[src/rtl/multicycle_control_pkg.sv]
// ============================================================================
// Module   : multicycle_control_pkg
// Brief    : Opcodes, FSM states and datapath-select encodings for the
//            multi-cycle controller.
// Revision : 1.0
// ============================================================================
`default_nettype none

package multicycle_control_pkg;

  // Architectural opcodes (zero-extended when OPCODE_W is wider)
  localparam logic [4:0] c_op_r    = 5'b00000;
  localparam logic [4:0] c_op_j    = 5'b00001;
  localparam logic [4:0] c_op_jal  = 5'b00011;
  localparam logic [4:0] c_op_jr   = 5'b00100;
  localparam logic [4:0] c_op_addi = 5'b00101;
  localparam logic [4:0] c_op_sw   = 5'b00111;
  localparam logic [4:0] c_op_lw   = 5'b01000;
  localparam logic [4:0] c_op_setx = 5'b10101;
  localparam logic [4:0] c_op_bex  = 5'b10110;

  typedef enum logic [2:0] {
    ST_FETCH  = 3'd0,
    ST_DECODE = 3'd1,
    ST_EXEC   = 3'd2,
    ST_MEM    = 3'd3,
    ST_WB     = 3'd4,
    ST_HALT   = 3'd5
  } state_e;

  localparam logic [1:0] c_pc_sel_inc  = 2'd0;
  localparam logic [1:0] c_pc_sel_jump = 2'd1;
  localparam logic [1:0] c_pc_sel_rd   = 2'd2;

  localparam logic [1:0] c_rf_dst_rd   = 2'd0;
  localparam logic [1:0] c_rf_dst_r31  = 2'd1;
  localparam logic [1:0] c_rf_dst_r30  = 2'd2;

  localparam logic [1:0] c_wb_sel_alu  = 2'd0;
  localparam logic [1:0] c_wb_sel_dmem = 2'd1;
  localparam logic [1:0] c_wb_sel_pc   = 2'd2;
  localparam logic [1:0] c_wb_sel_tgt  = 2'd3;

  // One-hot instruction class; all-zero means illegal
  typedef struct packed {
    logic is_r;
    logic is_j;
    logic is_jal;
    logic is_jr;
    logic is_addi;
    logic is_sw;
    logic is_lw;
    logic is_setx;
    logic is_bex;
  } opc_class_t;

endpackage

`default_nettype wire

[src/rtl/multicycle_control_opcode_decoder.sv]
// ============================================================================
// Module   : opcode_decoder
// Brief    : Combinational opcode classifier: one-hot class vector + legal.
// Revision : 1.0
// ============================================================================
`default_nettype none

module opcode_decoder
  import multicycle_control_pkg::*;
#(
  parameter int OPCODE_W = 5
) (
  input  logic [OPCODE_W-1:0] opcode_i,
  output opc_class_t          class_o,
  output logic                legal_o
);

  always_comb begin
    class_o = '0;
    case (opcode_i)
      OPCODE_W'(c_op_r):    class_o.is_r    = 1'b1;
      OPCODE_W'(c_op_j):    class_o.is_j    = 1'b1;
      OPCODE_W'(c_op_jal):  class_o.is_jal  = 1'b1;
      OPCODE_W'(c_op_jr):   class_o.is_jr   = 1'b1;
      OPCODE_W'(c_op_addi): class_o.is_addi = 1'b1;
      OPCODE_W'(c_op_sw):   class_o.is_sw   = 1'b1;
      OPCODE_W'(c_op_lw):   class_o.is_lw   = 1'b1;
      OPCODE_W'(c_op_setx): class_o.is_setx = 1'b1;
      OPCODE_W'(c_op_bex):  class_o.is_bex  = 1'b1;
      default:              class_o         = '0;
    endcase
  end

  assign legal_o = |class_o;

endmodule

`default_nettype wire

[src/rtl/multicycle_control.sv]
// ============================================================================
// Module   : multicycle_control
// Brief    : Multi-cycle FETCH/DECODE/EXEC/MEM/WB sequencer with memory
//            handshakes, illegal/timeout traps and a retired-instruction count.
// Revision : 1.0
// ============================================================================
`default_nettype none

module multicycle_control
  import multicycle_control_pkg::*;
#(
  parameter int OPCODE_W    = 5,
  parameter int MEM_TIMEOUT = 15,
  parameter int CNT_W       = 32
) (
  input  logic                clock,
  input  logic                reset,
  input  logic [OPCODE_W-1:0] opcode,
  input  logic                imem_ack,
  input  logic                dmem_ack,
  input  logic                bex_cond,
  output logic                imem_req,
  output logic                dmem_req,
  output logic                dmem_we,
  output logic                ir_we,
  output logic                pc_we,
  output logic [1:0]          pc_sel,
  output logic                rf_we,
  output logic [1:0]          rf_dst,
  output logic [1:0]          wb_sel,
  output logic                alu_inb_imm,
  output logic                retire,
  output logic [CNT_W-1:0]    instret,
  output logic                halted,
  output logic                err_illegal,
  output logic                err_timeout
);

  localparam int              WAIT_W      = $clog2(MEM_TIMEOUT + 1);
  localparam logic [WAIT_W-1:0] c_wait_last = WAIT_W'(MEM_TIMEOUT - 1);

  state_e                state_q, state_d;
  logic [WAIT_W-1:0]     wait_q, wait_d;
  logic [OPCODE_W-1:0]   opc_q, opc_d;
  logic [CNT_W-1:0]      instret_q, instret_d;
  logic                  err_ill_q, err_ill_d;
  logic                  err_to_q, err_to_d;

  logic [OPCODE_W-1:0]   w_dec_opc;
  opc_class_t            w_cls;
  logic                  w_legal;
  logic                  w_retire;

  // The live opcode is only classified while DECODE is latching it
  assign w_dec_opc = (state_q == ST_DECODE) ? opcode : opc_q;

  opcode_decoder #(
    .OPCODE_W (OPCODE_W)
  ) u_opcode_decoder (
    .opcode_i (w_dec_opc),
    .class_o  (w_cls),
    .legal_o  (w_legal)
  );

  always_comb begin
    state_d   = state_q;
    wait_d    = wait_q;
    opc_d     = opc_q;
    err_ill_d = err_ill_q;
    err_to_d  = err_to_q;
    case (state_q)
      ST_FETCH: begin
        if (imem_ack) begin
          state_d = ST_DECODE;
        end else if (wait_q == c_wait_last) begin
          state_d  = ST_HALT;
          err_to_d = 1'b1;
        end else begin
          wait_d = wait_q + WAIT_W'(1);
        end
      end
      ST_DECODE: begin
        opc_d = opcode;
        if (w_legal) begin
          state_d = ST_EXEC;
        end else begin
          state_d   = ST_HALT;
          err_ill_d = 1'b1;
        end
      end
      ST_EXEC: begin
        if (w_cls.is_r || w_cls.is_addi) begin
          state_d = ST_WB;
        end else if (w_cls.is_lw || w_cls.is_sw) begin
          state_d = ST_MEM;
        end else begin
          state_d = ST_FETCH;
        end
      end
      ST_MEM: begin
        if (dmem_ack) begin
          state_d = w_cls.is_lw ? ST_WB : ST_FETCH;
        end else if (wait_q == c_wait_last) begin
          state_d  = ST_HALT;
          err_to_d = 1'b1;
        end else begin
          wait_d = wait_q + WAIT_W'(1);
        end
      end
      ST_WB: begin
        state_d = ST_FETCH;
      end
      ST_HALT: begin
        state_d = ST_HALT;
      end
      default: begin
        state_d = ST_FETCH;
      end
    endcase
    // Every fresh wait phase starts its timeout budget from zero
    if ((state_d != state_q) && ((state_d == ST_FETCH) || (state_d == ST_MEM))) begin
      wait_d = '0;
    end
  end

  always_comb begin
    imem_req    = 1'b0;
    dmem_req    = 1'b0;
    dmem_we     = 1'b0;
    ir_we       = 1'b0;
    pc_we       = 1'b0;
    pc_sel      = c_pc_sel_inc;
    rf_we       = 1'b0;
    rf_dst      = c_rf_dst_rd;
    wb_sel      = c_wb_sel_alu;
    alu_inb_imm = 1'b0;
    w_retire    = 1'b0;
    halted      = 1'b0;
    case (state_q)
      ST_FETCH: begin
        imem_req = 1'b1;
        if (imem_ack) begin
          ir_we  = 1'b1;
          pc_we  = 1'b1;
          pc_sel = c_pc_sel_inc;
        end
      end
      ST_EXEC: begin
        if (w_cls.is_addi || w_cls.is_lw || w_cls.is_sw) begin
          alu_inb_imm = 1'b1;
        end
        if (w_cls.is_j) begin
          pc_we    = 1'b1;
          pc_sel   = c_pc_sel_jump;
          w_retire = 1'b1;
        end
        if (w_cls.is_jr) begin
          pc_we    = 1'b1;
          pc_sel   = c_pc_sel_rd;
          w_retire = 1'b1;
        end
        if (w_cls.is_jal) begin
          // PC was already incremented in FETCH, so the link value is ready
          pc_we    = 1'b1;
          pc_sel   = c_pc_sel_jump;
          rf_we    = 1'b1;
          rf_dst   = c_rf_dst_r31;
          wb_sel   = c_wb_sel_pc;
          w_retire = 1'b1;
        end
        if (w_cls.is_setx) begin
          rf_we    = 1'b1;
          rf_dst   = c_rf_dst_r30;
          wb_sel   = c_wb_sel_tgt;
          w_retire = 1'b1;
        end
        if (w_cls.is_bex) begin
          pc_we    = bex_cond;
          pc_sel   = c_pc_sel_jump;
          w_retire = 1'b1;
        end
      end
      ST_MEM: begin
        dmem_req    = 1'b1;
        dmem_we     = w_cls.is_sw;
        alu_inb_imm = 1'b1;
        w_retire    = dmem_ack && w_cls.is_sw;
      end
      ST_WB: begin
        rf_we       = 1'b1;
        rf_dst      = c_rf_dst_rd;
        wb_sel      = w_cls.is_lw ? c_wb_sel_dmem : c_wb_sel_alu;
        alu_inb_imm = w_cls.is_addi;
        w_retire    = 1'b1;
      end
      ST_HALT: begin
        halted = 1'b1;
      end
      default: begin
        halted = 1'b0;
      end
    endcase
  end

  assign instret_d   = instret_q + CNT_W'(w_retire);
  assign retire      = w_retire;
  assign instret     = instret_q;
  assign err_illegal = err_ill_q;
  assign err_timeout = err_to_q;

  always_ff @(posedge clock) begin
    if (!reset) begin
      state_q   <= ST_FETCH;
      wait_q    <= '0;
      opc_q     <= '0;
      instret_q <= '0;
      err_ill_q <= 1'b0;
      err_to_q  <= 1'b0;
    end else begin
      state_q   <= state_d;
      wait_q    <= wait_d;
      opc_q     <= opc_d;
      instret_q <= instret_d;
      err_ill_q <= err_ill_d;
      err_to_q  <= err_to_d;
    end
  end

endmodule

`default_nettype wire

[config.mk]
export PLATFORM = sky130hd
export DESIGN_NAME = multicycle_control
export DESIGN_NICKNAME = d
export VERILOG_FILES = /design/src/rtl/multicycle_control_pkg.sv /design/src/rtl/multicycle_control_opcode_decoder.sv /design/src/rtl/multicycle_control.sv
export SDC_FILE = /design/constraint.sdc
export NUM_CORES = 1
export LEC_CHECK = 0
export ABC_AREA = 1
export CAP_MARGIN = 20
export CORE_ASPECT_RATIO = 0.8
export CORE_MARGIN = 2
export CORE_UTILIZATION = 52
export CTS_CLUSTER_DIAMETER = 200
export DETAILED_ROUTE_END_ITERATION = 10
export GPL_ROUTABILITY_DRIVEN = 0
export PLACE_DENSITY = 0.81
export SLEW_MARGIN = 20
export SYNTH_ARGS = -nofsm -noshare
export SYNTH_HDL_FRONTEND = slang
export SYNTH_HIERARCHICAL = 1
export SYNTH_SLANG_ARGS = --single-unit
export TNS_END_PERCENT = 10
[constraint.sdc]
create_clock -name clock -period 3.55 [get_ports clock]
set_input_delay 0.71 -clock clock [delete_from_list [all_inputs] [get_ports clock]]
set_output_delay 0.71 -clock clock [all_outputs]
set_load 0.02 [all_outputs]
# Word-level counts from Yosys, hierarchy flattened
# Index checks and enable logic that the tools add are counted.
[classes]
eq_ne = 18
mux = 57
n_reduce_logical = 15
bitwise_logic = 2
n_addsub = 2
[ops]
columns = ["cell", "count"]
rows = [
  ["$add 32x1->32", 1],
  ["$mux 1", 30],
  ["$mux 2", 9],
  ["$mux 3", 6],
  ["$eq 5x3->1 const B", 3],
  ["$pmux 3 s5", 1],
  ["$mux 4", 3],
  ["$eq 5x5->1 const B", 2],
  ["$eq 3x2->1 const B", 3],
  ["$reduce_or 9->1", 1],
  ["$pmux 4 s2", 1],
  ["$eq 3x3->1 const B", 2],
  ["$logic_not 3->1", 2],
  ["$pmux 1 s2", 3],
  ["$pmux 1 s3", 2],
  ["$eq 5x1->1 const B", 1],
  ["$eq 5x2->1 const B", 1],
  ["$eq 5x4->1 const B", 1],
  ["$logic_not 5->1", 1],
  ["$logic_or 1x1->1", 5],
  ["$mux 5", 1],
  ["$add 4x1->4 const B", 1],
  ["$eq 4x4->1 const B", 1],
  ["$ne 2x2->1 const B", 2],
  ["9 further kinds", 11],
]
[totals]
reg_bits = 46
output_inout_bits = 49
elab_cells = 100

# Logic depth before layout (Yosys ltp)
# Gate-level depths: netlist of the first run.
[logic_depth]
ltp_word = 12
mapped_depth = 25
depth_no_buf = 25

# Cells and area by module
# The synthesis of the first run kept the hierarchy.
[by_module_without_submodules]
columns = ["module", "cells_per_inst", "area_per_inst_um2", "instances", "seq_area_each_um2"]
rows = [
  ["multicycle_control", 422, 2700.1, 1, 920.9],
  ["opcode_decoder", 32, 151.4, 1, 0.0],
]

# Worst setup path before layout of the first run
# Ideal clock, no wire load.
[synth_path]
path_type = "reg2reg"
start = "register state_q[1]"
end = "register instret_q[18] (netlist: instret[18])"
setup_slack_ns = 0.069
required_ns = 3.433
path_stages_with_launch = 25
setup_ns = 0.117
arrival_ns = 3.365
synth_period_minus_slack_ns = 3.481
cell_sequence = "dfxtp_1 -> inv_1 -> nand3_1 -> inv_1 -> clkbuf_1 -> a21oi_1 -> inv_1 -> nor2_4 -> nand2_1 -> nor2_1 -> inv_1 -> nor2_1 -> nand2_1 -> nand2_1 -> ha_1 -> ha_1 -> nand2_1 -> inv_1 -> nand2_1 -> nor2_2 -> nand2_1 -> nor2_1 -> nand3_1 -> o21ai_0 -> nor2_1"
[synth_rtl]
columns = ["item", "line_no", "rtl"]
rows = [
  ["from (decl)", "multicycle_control.sv:42", "state_e state_q, state_d;"],
  ["from (signal assigned)", "multicycle_control.sv:220", "state_q <= state_d;"],
  ["to (signal assigned)", "multicycle_control.sv:223", "instret_q <= instret_d;"],
  ["to (decl)", "multicycle_control.sv:45", "logic [CNT_W-1:0] instret_q, instret_d;"],
]

==> load_flow_metrics.sql, run 1 <==
INSERT INTO impl_metrics (metric_group, metric, value, unit) VALUES
('floorplan', 'die-width', '86.8', 'um'),
('drt', 'met2_length', '3.30', 'mm'),
('synth', 'yosys_warnings', '6', ''),
('power_and_ir_drop', 'power.combinational.fraction', '0.535', ''),
('clocking', 'cts_post_setup_buffers_inserted', '0', ''),
('setup_path', 'worstSetupStartpointType', 'input port', ''),
('power_and_ir_drop', 'power_density', '546', 'mW/mm^2'),
('floorplan', 'floorplan.rows', '24', ''),
('layout', 'total_non_filler_cell_area_in_the_finished_layout', '0.00372', 'sq mm'),
('drt', 'dr.max_layer_used', 'met4', ''),
('synth', 'post_synth_inst_count', '454', ''),
('synth', 'synthDistinctLibCells', '33', ''),
('sta', 'hold_viol_final', '0', ''),
('floorplan', 'start_util', '0.530', ''),
('layout', 'antenna_cells', '0', ''),
('drt', 'drt_pre_antenna_iters', '5', ''),
('synth', 'ys.flop_type', 'sky130_fd_sc_hd__dfxtp_1', ''),
('run_status', 'run_status', 'completed', ''),
('synth', 'ffs_latches_synth', '46', ''),
('setup_path', 'end_kind', 'primary output', ''),
('sta', 'slew_violations', '0', ''),
('power_and_ir_drop', 'power.ir.vdd_worst', '0.000613', 'V'),
('sta', 'timing.clock.skew', '0.0108', 'ns'),
('synth', 'yosysSeqAreaShare', '0.323', ''),
('drt', 'drt-vias-per-instance', '5.31', ''),
('place', 'dp_hpwl', '5.86', 'mm'),
('global_route', 'number_of_antenna_violations_at_the_first_check_in_global_routing', '0', ''),
('setup_path', 'r2r-start', 'state_q[2]', ''),
('sta', 'setup-violations-final', '0', ''),
('sta', 'timing_worst_slew_pin_value', '1.02', 'ns'),
('sta', 'final_period_minus_worst_setup_slack', '3.36', 'ns'),
('clocking', 'root_buffer', 'sky130_fd_sc_hd__clkbuf_8', ''),
('drt', 'met3_wirelength', '655', 'um'),
('global_route', 'grt_start_max_net_pins', '30', ''),
('floorplan', 'die_height', '70.2', 'um'),
('synth', 'synthArstFlopShare', '0', ''),
('clocking', 'worst_path_clk_slew', '0.10', 'ns'),
('floorplan', 'i_o_pins', '59', ''),
('layout', 'fin_nets', '543', ''),
('place', 'port_buffers', '58', ''),
('floorplan', 'placeableCoreArea', '0.00538', 'sq mm'),
('sta', 'max_slew_margin', '0.321', ''),
('clocking', 'clock-sinks', '46', ''),
('place', 'placement.cell_area', '0.00361', 'sq mm'),
('job', 'max-cap-violations', '0', ''),
('synth', 'syn-mean-instance-area', '6.28', 'sq um'),
('synth', 'synth_edf_count', '0', ''),
('clocking', 'tritoncts_clock_tree', 'built', ''),
('layout', 'layout.core_utilization', '0.692', ''),
('power_and_ir_drop', 'internal_power', '0.00114', 'W'),
('power_and_ir_drop', 'power.switching_fraction', '0.440', ''),
('setup_path', 'worst_ep_required_time', '2.84', 'ns'),
('drt', 'drc', '0', ''),
('power_and_ir_drop', 'share_seq_of_total_power', '0.300', ''),
('clocking', 'cts_max_level', '2', ''),
('drt', 'first_iter_violations', '276', ''),
('power_and_ir_drop', 'power_switching', '0.000894', 'W'),
('clocking', 'cts.path.max_buffers', '2', ''),
('clocking', 'worst_skew_pair.late_latency', '0.31', 'ns'),
('setup_path', 'crit_type', 'in2out', ''),
('power_and_ir_drop', 'pwr-share-clk', '0.165', ''),
('drt', 'ant_nets', '0', ''),
('drt', 'wire_per_inst', '12.7', 'um'),
('drt', 'total_detailed_routing_wirelength', '7.54', 'mm'),
('drt', 'vias', '3159', ''),
('sta', 'clock.fmax', '298', 'MHz'),
('synth', 'mappedNetlistArea', '0.00285', 'sq mm'),
('global_route', 'grt.total_usage', '0.255', ''),
('layout', 'number_of_inserted_filler_cells_in_the_final_layout', '459', ''),
('global_route', 'grt.overflow.total', '0', ''),
('synth', 'synth_nets', '468', ''),
('worst_hold_path', 'worstHoldPathType', 'reg2reg', ''),
('sta', 'min_period_over_period', '0.947', ''),
('layout', 'drive_above_1_share', '0.119', ''),
('floorplan', 'dieArea', '0.00610', 'sq mm'),
('setup_path', 'path_max_fanout', '5', ''),
('sta', 'unrepaired_setup_endpoints_after_global_routing', 'true', ''),
('clocking', 'cts_made_buffers', '5', ''),
('layout', 'area_delta_synth_final', '30.5', '%'),
('setup_path', 'worst_setup_path_startpoint', 'opcode[0]', ''),
('drt', 'routed_metal_1_wire_length', '3.45', 'mm'),
('setup_path', 'crit_arrival', '2.65', 'ns'),
('power_and_ir_drop', 'power.static_leakage', '1.47', 'nW'),
('global_route', 'grt_first_pass_wirelength', '12.5', 'mm'),
('global_route', 'vias_in_the_first_global_route', '2768', ''),
('worst_hold_path', 'hold_start', 'instret[31]', '');
metrics by stage:
step                power [W]  instances  worst slack (ns)  hold WS (ns)  setup TNS [ns]
floorplan             0.00135        454            0.0686         0.519               0
CTS                   0.00201        595            0.0324         0.484               0
global placement      0.00166        587           -0.0178         0.449         -0.0281
detailed placement    0.00169        587            -0.171         0.471           -1.26
finish                0.00203        595             0.189         0.479               0
global route          0.00220        595           -0.0193         0.511         -0.0356
area by class of cell:
class / instances / area [sq um] / area share
flip-flops and latches: 46 / 925 / 0.248
clock buffers: 5 / 68.8 / 0.0185
well taps: 65 / 81.3 / 0.0219
clock inverters: 3 / 23.8 / 0.00639
multi-input cells: 325 / 1640 / 0.442
inverters: 78 / 295 / 0.0794
repair buffers: 73 / 683 / 0.184
flip-flops by register name, summed over array words and instances (netlist names):
register     cells
err_timeout      1
wait_q           4
err_illegal      1
state_q          3
instret         32
opc_q            5
cells in the mapped netlist, types with 3 or more instances:
library cell               number  share of area
sky130_fd_sc_hd__a21oi_1       36          0.063
sky130_fd_sc_hd__nand3_1       21          0.037
sky130_fd_sc_hd__nand4_1        7          0.015
sky130_fd_sc_hd__clkbuf_1       5         0.0066
sky130_fd_sc_hd__nand2_2        4         0.0088
sky130_fd_sc_hd__nor3_1         8          0.014
sky130_fd_sc_hd__a211oi_1       6          0.016
sky130_fd_sc_hd__nand2_1      102           0.13
sky130_fd_sc_hd__xor2_1         3         0.0092
sky130_fd_sc_hd__nor2_1        75          0.099
sky130_fd_sc_hd__nor2_2         3         0.0066
sky130_fd_sc_hd__nand3b_1       7          0.018
sky130_fd_sc_hd__inv_2          4         0.0053
sky130_fd_sc_hd__dfxtp_1       46           0.32
sky130_fd_sc_hd__ha_1           4          0.018
sky130_fd_sc_hd__or2_2          6          0.013
sky130_fd_sc_hd__or2_0          4         0.0088
sky130_fd_sc_hd__nor3_2         6          0.021
sky130_fd_sc_hd__o21ai_0       14          0.025
sky130_fd_sc_hd__inv_1         74          0.097
sky130_fd_sc_hd__nor2_4         3          0.012
final timing paths:
kind	end	depth (start not counted)	slack, ns
worst max-delay path	rf_dst[1]	9	0.19
worst min-delay path	instret[31]	2	0.48
worst max register to register	instret[18]	25	0.29
worst min register to register	instret[31]	2	0.48
per-layer routing:
metal,vias up,GRT usage
li1,1586,-
met1,1415,0.363
met2,142,0.381
met3,16,0.0579
met4,0,0.0799
met5,-,0
power groups by stage:
stage          Combinational, W  Sequential [W]  Clock (W)
2_1_floorplan          0.000720        0.000626          0
5_1_grt                 0.00122        0.000617   0.000363
6_report                0.00109        0.000609   0.000334
3_3_place_gp            0.00105        0.000614          0
3_5_place_dp            0.00107        0.000616          0
4_1_cts                 0.00106        0.000605   0.000342
cell usage in the layout, fill, tap and decap left out, types with 3 or more instances in the layout:
master,synthesis,routed
sky130_fd_sc_hd__inv_1,74,73
sky130_fd_sc_hd__clkbuf_8,0,5
sky130_fd_sc_hd__nand2_1,102,102
sky130_fd_sc_hd__nor3_1,8,8
sky130_fd_sc_hd__ha_1,4,4
sky130_fd_sc_hd__a21oi_1,36,34
sky130_fd_sc_hd__dfxtp_1,46,45
sky130_fd_sc_hd__buf_4,0,15
sky130_fd_sc_hd__a211oi_1,6,6
sky130_fd_sc_hd__dlygate4sd2_1,0,8
sky130_fd_sc_hd__nand4_1,7,7
sky130_fd_sc_hd__nor2_1,75,72
sky130_fd_sc_hd__nand3b_1,7,7
sky130_fd_sc_hd__o21ai_0,14,13
sky130_fd_sc_hd__nor2_4,3,4
sky130_fd_sc_hd__nand2_2,4,4
sky130_fd_sc_hd__nor2_2,3,5
sky130_fd_sc_hd__xor2_1,3,3
sky130_fd_sc_hd__clkdlybuf4s50_1,0,50
sky130_fd_sc_hd__nor3_2,6,6
sky130_fd_sc_hd__inv_2,4,4
sky130_fd_sc_hd__or2_0,4,4
sky130_fd_sc_hd__or2_2,6,6
sky130_fd_sc_hd__o21ai_1,2,3
sky130_fd_sc_hd__nand3_1,21,20
sky130_fd_sc_hd__nand3_2,2,3
repair_timing:
action | 4_1_cts | 5_1_grt
gates resized for setup | 9 | 11
pin swaps | 0 | 1
setup endpoints to repair | 12 | 29
hold buffers | 0 | 0
worst max-delay path, cell delays in order:
cell and delay (ns):
sky130_fd_sc_hd__clkdlybuf4s50_1 0.46, sky130_fd_sc_hd__inv_1 0.06, sky130_fd_sc_hd__a21oi_1 0.13, sky130_fd_sc_hd__buf_4 0.15, sky130_fd_sc_hd__nand2_1 0.11, sky130_fd_sc_hd__nor2_1 0.17, sky130_fd_sc_hd__inv_1 0.07, sky130_fd_sc_hd__nor2_1 0.15
sky130_fd_sc_hd__clkdlybuf4s50_1 0.64
kinds of logic after synthesis:
family,synth area share
XOR/XNOR,0.0154
flip-flops,0.323
AO/OA/AOI/OAI,0.119
adder cells (fa/ha/maj),0.0176
AND/OR/NAND/NOR,0.416
buffers and inverters,0.109
No activity file was read; power rests on OpenSTA's default activity.
==> run 2, diff against run 1 <==
==> constraint.sdc (replaced) <==
create_clock -name clock -period 3.55 [get_ports clock]
set_input_delay 0.5325 -clock clock [delete_from_list [all_inputs] [get_ports clock]]
set_output_delay 0.5325 -clock clock [all_outputs]
set_load 0.02 [all_outputs]
==> run 2 against run 1 <==
Sequential cell count stayed put. First-iteration DRC count rose by 10%. Clock skew is 0.0024 ns lower. Hold slack improved by 0.0017 ns. Clock-buffer cell count rose by 1. Design area rose by 0.61%. Power up 6.1%. Sequential share of layout area fell by 0.12 points. Non-clock buffer count down 7. Global-route usage rose by 0.11 points. Register-to-register slack about the same. Utilization increased by 0.42 points.
==> load_flow_metrics.sql, run 2 (synthesized netlist as in run 1, its figures left out) <==
INSERT INTO impl_metrics (metric_group, metric, value, unit) VALUES
('run_status', 'run_status', 'completed', ''),
('layout', 'multiInputGateArea', '0.00169', 'sq mm'),
('setup_path', 'path_max_fanout', '12', ''),
('sta', 'setup-violations-final', '0', ''),
('global_route', 'number_of_antenna_violations_at_the_first_check_in_global_routing', '0', ''),
('setup_path', 'critPathMaxStageDelay', '0.62', 'ns'),
('sta', 'unrepaired_setup_endpoints_after_global_routing', 'true', ''),
('drt', 'drt_pre_antenna_iters', '5', ''),
('sta', 'final_period_minus_worst_setup_slack', '3.34', 'ns'),
('power_and_ir_drop', 'power_density', '576', 'mW/mm^2'),
('floorplan', 'start_util', '0.530', ''),
('worst_hold_path', 'worstHoldPathType', 'reg2reg', ''),
('floorplan', 'placeableCoreArea', '0.00538', 'sq mm'),
('global_route', 'grt.total_usage', '0.256', ''),
('place', 'dp_hpwl', '5.88', 'mm'),
('floorplan', 'die_height', '70.2', 'um'),
('layout', 'area_delta_synth_final', '31.3', '%'),
('drt', 'first_iter_violations', '304', ''),
('setup_path', 'cp_slowest_cell', 'sky130_fd_sc_hd__clkdlybuf4s50_1', ''),
('floorplan', 'floorplan.rows', '24', ''),
('clocking', 'cts_made_buffers', '5', ''),
('floorplan', 'i_o_pins', '59', ''),
('power_and_ir_drop', 'power.static_leakage', '1.42', 'nW'),
('sta', 'max_slew_margin', '0.294', ''),
('layout', 'layout.core_utilization', '0.696', ''),
('setup_path', 'crit_type', 'reg2out', ''),
('sta', 'setup_tns', '0', 'ns'),
('layout', 'layout_commonest_cell', 'sky130_fd_sc_hd__nand2_1', ''),
('drt', 'ant_nets', '0', ''),
('global_route', 'grt_start_max_net_pins', '30', ''),
('job', 'max-cap-violations', '0', ''),
('sta', 'slew_violations', '0', ''),
('setup_path', 'crit_arrival', '2.81', 'ns'),
('layout', 'sequential_cell_area', '926', 'sq um'),
('clocking', 'worst_path_clk_slew', '0.09', 'ns'),
('place', 'port_buffers', '58', ''),
('global_route', 'vias_in_the_first_global_route', '2770', ''),
('clocking', 'root_buffer', 'sky130_fd_sc_hd__clkbuf_8', ''),
('layout', 'fin_nets', '536', ''),
('sta', 'hold_viol_final', '0', ''),
('sta', 'timing_worst_slew_pin_value', '1.06', 'ns'),
('layout', 'largest_reg_flops', '32', ''),
('drt', 'vias', '3148', ''),
('place', 'post-place-cells', '579', ''),
('clocking', 'worst_skew_pair.late_latency', '0.30', 'ns'),
('sta', 'timing.clock.skew', '0.00840', 'ns'),
('floorplan', 'dieArea', '0.00610', 'sq mm'),
('layout', 'final_cell_count_no_fill', '588', ''),
('setup_path', 'path_delay_family', 'buffers and inverters', ''),
('clocking', 'cts_max_level', '2', ''),
('drt', 'wire_per_inst', '13.4', 'um'),
('layout', 'antenna_cells', '0', ''),
('layout', 'drive_above_1_share', '0.120', ''),
('setup_path', 'end_kind', 'primary output', ''),
('global_route', 'grt.overflow.total', '0', ''),
('setup_path', 'worst_ep_required_time', '3.02', 'ns'),
('setup_path', 'critical_path.cell_chain', 'inv_2 -> nand3_2 -> inv_4 -> or2_2 -> inv_1 -> a21oi_2 -> buf_4 -> nor2_1 -> nand3_1 -> inv_1 -> inv_1 -> nand2_1 -> a211oi_1 -> a31oi_1 -> clkdlybuf4s50_1', ''),
('layout', 'most-common-layout-cells', 'sky130_fd_sc_hd__nand2_1, sky130_fd_sc_hd__inv_1, sky130_fd_sc_hd__nor2_1', ''),
('setup_path', 'worst_path_buf_inv', '7', ''),
('setup_path', 'worstSetupStartpointType', 'flip-flop', ''),
('layout', 'number_of_inserted_filler_cells_in_the_final_layout', '474', ''),
('setup_path', 'critical_path.most_common_cell', 'sky130_fd_sc_hd__inv_1', ''),
('clocking', 'tritoncts_clock_tree', 'built', ''),
('clocking', 'cts.path.max_buffers', '2', ''),
('sta', 'min_period_over_period', '0.941', ''),
('sta', 'clock.fmax', '299', 'MHz'),
('global_route', 'grt_first_pass_wirelength', '12.6', 'mm'),
('power_and_ir_drop', 'power.ir.vdd_worst', '0.000548', 'V'),
('drt', 'drt-vias-per-instance', '5.35', ''),
('floorplan', 'die-width', '86.8', 'um'),
('sta', 'holdWs', '0.481', 'ns'),
('drt', 'drc', '0', ''),
('clocking', 'clock-sinks', '46', ''),
('drt', 'total_detailed_routing_wirelength', '7.91', 'mm');
## run 2: changes by cell type in the layout (fill, tap and decap cells not counted), moves of 2 or more
cell                              previous run  this run
sky130_fd_sc_hd__buf_4                      15         8
sky130_fd_sc_hd__a21oi_2                     2         6
sky130_fd_sc_hd__a21oi_1                    34        30
sky130_fd_sc_hd__nor2_4                      4         6
sky130_fd_sc_hd__dlygate4sd2_1               8         1
sky130_fd_sc_hd__clkdlybuf4s50_1            50        56
## run 2: area by class of cell
class	instances	area share
Sequential cell	46	0.247
Multi-Input combinational cell	325	0.451
Inverter	78	0.0789
Clock inverter	2	0.0100
Clock buffer	6	0.0194
Timing Repair Buffer	66	0.171
Tap cell	65	0.0217
## run 2: worst register-to-register path, cell delays in order (launching register included)
cell                      delay, ns
sky130_fd_sc_hd__dfxtp_4       0.38
sky130_fd_sc_hd__inv_2         0.05
sky130_fd_sc_hd__nand3_2       0.10
sky130_fd_sc_hd__inv_4         0.08
sky130_fd_sc_hd__or2_2         0.28
sky130_fd_sc_hd__inv_1         0.09
sky130_fd_sc_hd__a21oi_2       0.05
sky130_fd_sc_hd__buf_4         0.14
sky130_fd_sc_hd__nor2_4        0.10
sky130_fd_sc_hd__nand2_2       0.11
sky130_fd_sc_hd__nor2_2        0.14
sky130_fd_sc_hd__nor2_1        0.07
sky130_fd_sc_hd__a21oi_2       0.16
sky130_fd_sc_hd__nor3b_1       0.07
sky130_fd_sc_hd__nand2_1       0.14
sky130_fd_sc_hd__ha_4          0.17
sky130_fd_sc_hd__ha_1          0.16
sky130_fd_sc_hd__nand2_1       0.09
sky130_fd_sc_hd__inv_1         0.07
sky130_fd_sc_hd__nand2_1       0.09
sky130_fd_sc_hd__nor2_4        0.17
sky130_fd_sc_hd__inv_1         0.10
sky130_fd_sc_hd__nor2_4        0.13
sky130_fd_sc_hd__nand2_1       0.07
sky130_fd_sc_hd__nand2_1       0.06
sky130_fd_sc_hd__a21oi_1       0.06
## run 2: worst paths after layout
check        slack [ns]         from     endpoint  cells past startpoint
max                0.21   state_q[2]  alu_inb_imm                     15
min                0.48  err_illegal  err_illegal                      2
min reg2reg        0.48  err_illegal  err_illegal                      2
max reg2reg        0.28   state_q[2]  instret[30]                     25
## run 2: where the power goes
part	leakage (nW)	switching (W)	total (W)	internal [W]
combinational	0.999	0.000730	0.00114	0.000413
sequential	0.373	0.0000391	0.000616	0.000577
clock	0.0514	0.000186	0.000396	0.000210
total	1.42	0.000955	0.00216	0.00120
## run 2: metal layers
layer,share of wire,global-route usage,vias to the layer above
met2,0.44,0.387,131
li1,-,-,1566
met5,0,0,-
met3,0.066,0.0437,10
met4,0.0092,0.0503,0
met1,0.48,0.383,1441
## run 2: metrics by stage
| step | power, W | area [sq um] | setup WS [ns] |
|---|---|---|---|
| 3_5_place_dp | 0.00166 | 3550 | -0.107 |
| 5_1_grt | 0.00229 | 3740 | -0.0806 |
| 4_1_cts | 0.00207 | 3670 | 0.00844 |
| 2_1_floorplan | 0.00135 | 2850 | 0.0686 |
| 3_3_place_gp | 0.00162 | 3550 | 0.117 |
| 6_report | 0.00216 | 3740 | 0.208 |
## run 2: what timing repair did
action,in CTS,in global routing
hold buffers,0,0
pin swaps,0,2
resized for setup,5,20
setup buffers,0,1
endpoints found under the setup margin,6,24
